[config.mk]
export PLATFORM = sky130hd
export DESIGN_NAME = mm2_kernel
export DESIGN_NICKNAME = d
export VERILOG_FILES = /design/src/rtl/mm2_kernel.sv
export SDC_FILE = /design/constraint.sdc
export NUM_CORES = 2
export LEC_CHECK = 0
export ABC_CLOCK_PERIOD_IN_PS = 26600
export CAP_MARGIN = 0
export CORE_MARGIN = 3
export CORE_UTILIZATION = 61
export CTS_CLUSTER_DIAMETER = 50
export DETAILED_ROUTE_END_ITERATION = 10
export GPL_TIMING_DRIVEN = 0
export PLACE_DENSITY = 0.95
export SYNTH_ARGS = -nofsm -noshare
export SYNTH_HDL_FRONTEND = slang
export SYNTH_SLANG_ARGS = --single-unit
[constraint.sdc]
create_clock -name clk -period 26.6 [get_ports clk]
set_clock_uncertainty 0.1 [all_clocks]
set_input_delay 7.98 -clock clk [delete_from_list [all_inputs] [get_ports clk]]
set_output_delay 7.98 -clock clk [all_outputs]
set_load 0.02 [all_outputs]
[src/rtl/mm2_kernel.sv]
// Integer 2MM kernel: tmp = ALPHA*A*B, then D = BETA*D + tmp*C, with all
// operands fetched and results stored one word at a time over a single-outstanding request port.
module mm2_kernel #(
  parameter int unsigned NI    = 4,
  parameter int unsigned NK    = 4,
  parameter int unsigned NJ    = 4,
  parameter int unsigned NL    = 4,
  parameter logic [31:0] ALPHA = 32'd32412,
  parameter logic [31:0] BETA  = 32'd2123
) (
  input  logic        clk,
  input  logic        reset,
  input  logic [63:0] read_base,
  input  logic [63:0] write_base,
  input  logic [63:0] num_read,
  input  logic [63:0] read_size_input,
  input  logic [63:0] read_ready,
  input  logic [63:0] write_ready,
  input  logic [31:0] read_data,
  output logic        read_enable,
  output logic        write_enable,
  output logic        finish_read,
  output logic        finish_write,
  output logic        done,
  output logic [63:0] read_addr,
  output logic [63:0] write_addr,
  output logic [63:0] write_size,
  output logic [63:0] read_size_output,
  output logic [31:0] write_data,
  output logic [31:0] returnvalue
);

  localparam int unsigned OFF_B = NI * NK;
  localparam int unsigned OFF_C = OFF_B + NK * NJ;
  localparam int unsigned OFF_D = OFF_C + NJ * NL;
  localparam int unsigned OFF_T = OFF_D + NI * NL;

  typedef enum logic [1:0] {S_REQ, S_WAIT, S_FIN, S_DONE} state_t;
  typedef enum logic [2:0] {OP_A, OP_B, OP_WT, OP_D, OP_T, OP_C, OP_WD} op_t;

  state_t      r_state, w_next;
  op_t         r_op;
  logic [31:0] r_i, r_j, r_k, r_l;
  logic [31:0] r_acc, r_opa, r_rdata;
  logic [31:0] w_off, w_prod, w_sum_ab, w_sum_tc;
  logic [63:0] w_addr;
  logic        w_is_wr, w_ack, w_last_i, w_last_j, w_last_k, w_last_l, w_final;
  logic        w_unused;

  assign w_unused = ^{write_base, num_read, read_ready[63:1], write_ready[63:1]};

  assign write_size       = read_size_input;
  assign read_size_output = read_size_input;
  assign returnvalue      = '0;

  assign w_is_wr  = (r_op == OP_WT) || (r_op == OP_WD);
  assign w_ack    = w_is_wr ? write_ready[0] : read_ready[0];
  assign w_last_i = (r_i == NI - 1);
  assign w_last_j = (r_j == NJ - 1);
  assign w_last_k = (r_k == NK - 1);
  assign w_last_l = (r_l == NL - 1);
  assign w_final  = (r_op == OP_WD) && w_last_i && w_last_l;

  assign w_prod   = r_opa * r_rdata;
  assign w_sum_ab = r_acc + ALPHA * w_prod;
  assign w_sum_tc = r_acc + w_prod;

  // Word offset of the element the current operation touches.
  always_comb begin
    w_off = '0;
    unique case (r_op)
      OP_A:         w_off = r_i * NK + r_k;
      OP_B:         w_off = OFF_B + r_k * NJ + r_j;
      OP_WT, OP_T:  w_off = OFF_T + r_i * NJ + r_j;
      OP_D, OP_WD:  w_off = OFF_D + r_i * NL + r_l;
      OP_C:         w_off = OFF_C + r_j * NL + r_l;
      default:      w_off = '0;
    endcase
  end

  assign w_addr = read_base + {30'b0, w_off, 2'b00};

  always_comb begin
    w_next = r_state;
    unique case (r_state)
      S_REQ:   w_next = S_WAIT;
      S_WAIT:  if (w_ack) w_next = S_FIN;
      S_FIN:   w_next = w_final ? S_DONE : S_REQ;
      S_DONE:  w_next = S_DONE;
      default: w_next = S_REQ;
    endcase
  end

  always_ff @(posedge clk or posedge reset) begin
    if (reset) r_state <= S_REQ;
    else       r_state <= w_next;
  end

  always_ff @(posedge clk or posedge reset) begin
    if (reset) begin
      r_op         <= OP_A;
      r_i          <= '0;
      r_j          <= '0;
      r_k          <= '0;
      r_l          <= '0;
      r_acc        <= '0;
      r_opa        <= '0;
      r_rdata      <= '0;
      read_enable  <= 1'b0;
      write_enable <= 1'b0;
      finish_read  <= 1'b0;
      finish_write <= 1'b0;
      done         <= 1'b0;
      read_addr    <= '0;
      write_addr   <= '0;
      write_data   <= '0;
    end else begin
      unique case (r_state)
        S_REQ: begin
          if (w_is_wr) begin
            write_enable <= 1'b1;
            write_addr   <= w_addr;
            write_data   <= r_acc;
          end else begin
            read_enable <= 1'b1;
            read_addr   <= w_addr;
          end
        end
        S_WAIT: begin
          if (w_ack) begin
            if (w_is_wr) begin
              write_enable <= 1'b0;
              finish_write <= 1'b1;
              if (w_final) done <= 1'b1;
            end else begin
              read_enable <= 1'b0;
              finish_read <= 1'b1;
              r_rdata     <= read_data;
            end
          end
        end
        // Finish-pulse cycle doubles as the compute/index-advance step.
        S_FIN: begin
          finish_read  <= 1'b0;
          finish_write <= 1'b0;
          unique case (r_op)
            OP_A: begin
              r_opa <= r_rdata;
              r_op  <= OP_B;
            end
            OP_B: begin
              r_acc <= w_sum_ab;
              if (w_last_k) begin
                r_k  <= '0;
                r_op <= OP_WT;
              end else begin
                r_k  <= r_k + 1;
                r_op <= OP_A;
              end
            end
            OP_WT: begin
              r_acc <= '0;
              r_op  <= OP_A;
              if (w_last_j) begin
                r_j <= '0;
                if (w_last_i) begin
                  r_i  <= '0;
                  r_op <= OP_D;
                end else begin
                  r_i <= r_i + 1;
                end
              end else begin
                r_j <= r_j + 1;
              end
            end
            OP_D: begin
              r_acc <= BETA * r_rdata;
              r_op  <= OP_T;
            end
            OP_T: begin
              r_opa <= r_rdata;
              r_op  <= OP_C;
            end
            OP_C: begin
              r_acc <= w_sum_tc;
              if (w_last_j) begin
                r_j  <= '0;
                r_op <= OP_WD;
              end else begin
                r_j  <= r_j + 1;
                r_op <= OP_T;
              end
            end
            OP_WD: begin
              r_op <= OP_D;
              if (w_last_l) begin
                r_l <= '0;
                if (!w_last_i) r_i <= r_i + 1;
              end else begin
                r_l <= r_l + 1;
              end
            end
            default: r_op <= OP_A;
          endcase
        end
        default: ;
      endcase
    end
  end

endmodule

==> flow_metrics.tcl <==
set metrics [dict create \
    status "finished clean" \
    drv_slew 0 \
    grt_pass1_wl_um 294000 \
    critPathMaxStageDelay_ns 0.77 \
    track_usage 0.389 \
    synth_area_leaders "fa_1 22%, dfrtp_1 17%, ha_1 15%, inv_1 5.6%, xnor2_1 5.1%" \
    die_h_um 311 \
    synth_mux_area_frac 0.0231 \
    synth_top_family_by_area "adder cells" \
    synth_xor_area_frac 0.0772 \
    clockBufferDepth 3 \
    yosys_warnings 0 \
    drt_iter0_drc 6032 \
    dp_hpwl_um 151000 \
    synth_edf_count 0 \
    grt_pass1_vias 52300 \
    core_area_um2 91900 \
    grt_start_max_net_pins 120 \
    path_buf_inv 2 \
    cts.clk_slew.worst_paths_ns 0.06 \
    synthSimpleGateAreaFrac 0.141 \
    r2r_cells 51 \
    layout-drive-gt1-share 0.0610 \
    vias 50200 \
    cp_max_fo 2 \
    setup_viol 0 \
    hold_depth 2 \
    period_share 0.636 \
    finalWeightedCongestion 1.03 \
    synthesis.area_um2 56700 \
    area_growth_pct 13.7 \
    clockRootBuffer "clkbuf_16" \
    grt-ovfl-total 0 \
    yosys.area_share.adder 0.373 \
    placementRows 111 \
    slew_headroom 0.0881 \
    cts_sinks 394 \
    setup_tns_ns 0 \
    cts_resized 0 \
    slowest_stage "clkdlybuf4s50_1" \
    die_w_um 311 \
    worst_pin_slew_ns 1.36 \
    syn_inst 6233 \
    wl_um 191000 \
    cp_top_family "buffers and inverters" \
    worstPathCellList "buf_4 -> clkdlybuf4s50_1" \
    crit_cells 2 \
    max_freq_ghz 0.0591 \
    finalCriticalPeriod_ns 16.91 \
    dr.pass1.iters 7 \
    finalHoldViolCount 0 \
    clock_latency_ns 0.71 \
    post_cts_buffers 0 \
    cts_tree "built" \
    nets 8450 \
    grt_antenna_before_repair 18 \
    critPathKind "input port to output port" \
    holdCritPathClass "register to register" \
    async_reset_ff_frac 1.00 \
    synth_area_leader_cell "fa_1" \
    h-tree-depth 2 \
    vias_per_cell 6.26 \
    cp.arrival_ns 8.83 \
    ys.flop_type "dfrtp_1" \
    drv_cap 0 \
    synth-seq-cells 394 \
    synthTopCellsByCount "851 x inv_1, 685 x ha_1, 629 x fa_1" \
    synth-compound-area-share 0.121 \
    required_ns 18.52 \
    yosysMostFrequentCell "inv_1" \
    wl_per_cell_um 23.8 \
    drc 0 \
    cts_inserted_buffers 56 \
    startpoint_type "input port" \
    port_buffers 392 \
    syn_area_per_cell_um2 9.10 \
    yosysSeqAreaShare 0.174 \
    synth_cell_types 93 \
    hold_buffers 0 \
    fp.dieArea_um2 96700 \
    ant_nets 0 \
    initial_core_util 0.617 \
    io-pin-count 743 \
    rsz0062_at_grt "false" \
    worst_setup_path_end_kind "output port" \
    synth_top_area_frac 0.222 \
]
## logic make-up (layout without fill, tap and decap cells)
logic type,after synthesis,in the layout
flops,394,394
compound gates,1074,1074
other cells,1,41
mux,118,118
buf+inv,1203,1704
fa+ha+maj,1314,1314
xor+xnor,495,495
simple gates,1634,1634
## routing by layer
metal | up-vias | GRT usage | share of wire
li1 | 21500 | - | -
met1 | 24200 | 0.483 | 0.36
met2 | 3541 | 0.604 | 0.44
met3 | 1006 | 0.111 | 0.13
met4 | 10 | 0.239 | 0.075
met5 | - | 0 | 0.00030
## flip-flops by register name, indices dropped and copies added (netlist names), 3 cells and up
signal / cells
r_acc: 32
r_opa: 32
r_k: 32
r_rdata: 32
read_addr: 64
r_j: 32
r_l: 32
r_op: 3
write_data: 32
write_addr: 64
r_i: 32
## placed cells by master, fill, tap and decap left out, types with 82 or more instances in the layout
cell             instances
and2_1                 304
a21o_1                 135
dfrtp_1                394
clkdlybuf4s50_1        392
ha_1                   685
a21oi_1                236
nor2_1                 212
xnor2_1                327
nand3_1                103
buf_4                  161
nand2_1                614
inv_1                  850
clkbuf_1               187
fa_1                   629
o21ai_0                318
xor2_1                 164
nor3_1                  82
mux2_2                 103
## layout make-up
| type | instances | area (um^2) |
|---|---|---|
| timing repair buffer | 396 | 4010 |
| fill | 6607 | 27500 |
| inverter | 852 | 3210 |
| sequential | 394 | 9860 |
| multi-input combinational | 4667 | 41800 |
| buffer | 351 | 1930 |
| tap | 1243 | 1560 |
| antenna | 9 | 22.5 |
| clock inverter | 40 | 562 |
| clock buffer | 65 | 1490 |
## worst paths after layout
| path | slack (ns) | start | endpoint |
|---|---|---|---|
| min reg2reg | 0.38 | done | done |
| max in group asynchronous | 17.16 | reset | r_k[20] |
| max reg2reg | 12.21 | r_opa[3] | r_acc[31] |
| max | 9.69 | read_size_input[6] | write_size[6] |
| min in group asynchronous | 7.63 | reset | write_addr[63] |
| min | 0.38 | done | done |
## per-stage QoR
stage	hold slack, ns	area [um^2]	worst slack [ns]	utilization	cells
floorplan	0.346	56800	7.57	-	6264
global placement	0.355	62300	3.00	0.678	7899
detailed placement	0.360	62400	9.66	0.679	7903
CTS	0.383	64500	9.65	0.701	8008
global route	0.399	64500	9.68	0.701	8016
finish	0.379	64500	9.69	0.701	8017
## worst reg2reg max path, delay by kind of cell (launching register included)
| family | cells | cell delay [ns] |
|---|---|---|
| DFF | 1 | 0.44 |
| xor gates and xnor gates | 3 | 1.27 |
| and+or+nand+nor | 12 | 1.86 |
| buffers and inverters | 10 | 2.06 |
| AOI/OAI and AO/OA | 10 | 2.02 |
| adders and majority gates | 16 | 6.49 |
Power is left out: the tool's default activity adds up to more than one toggle a clock period on the data nets, which glitch-free logic cannot reach.
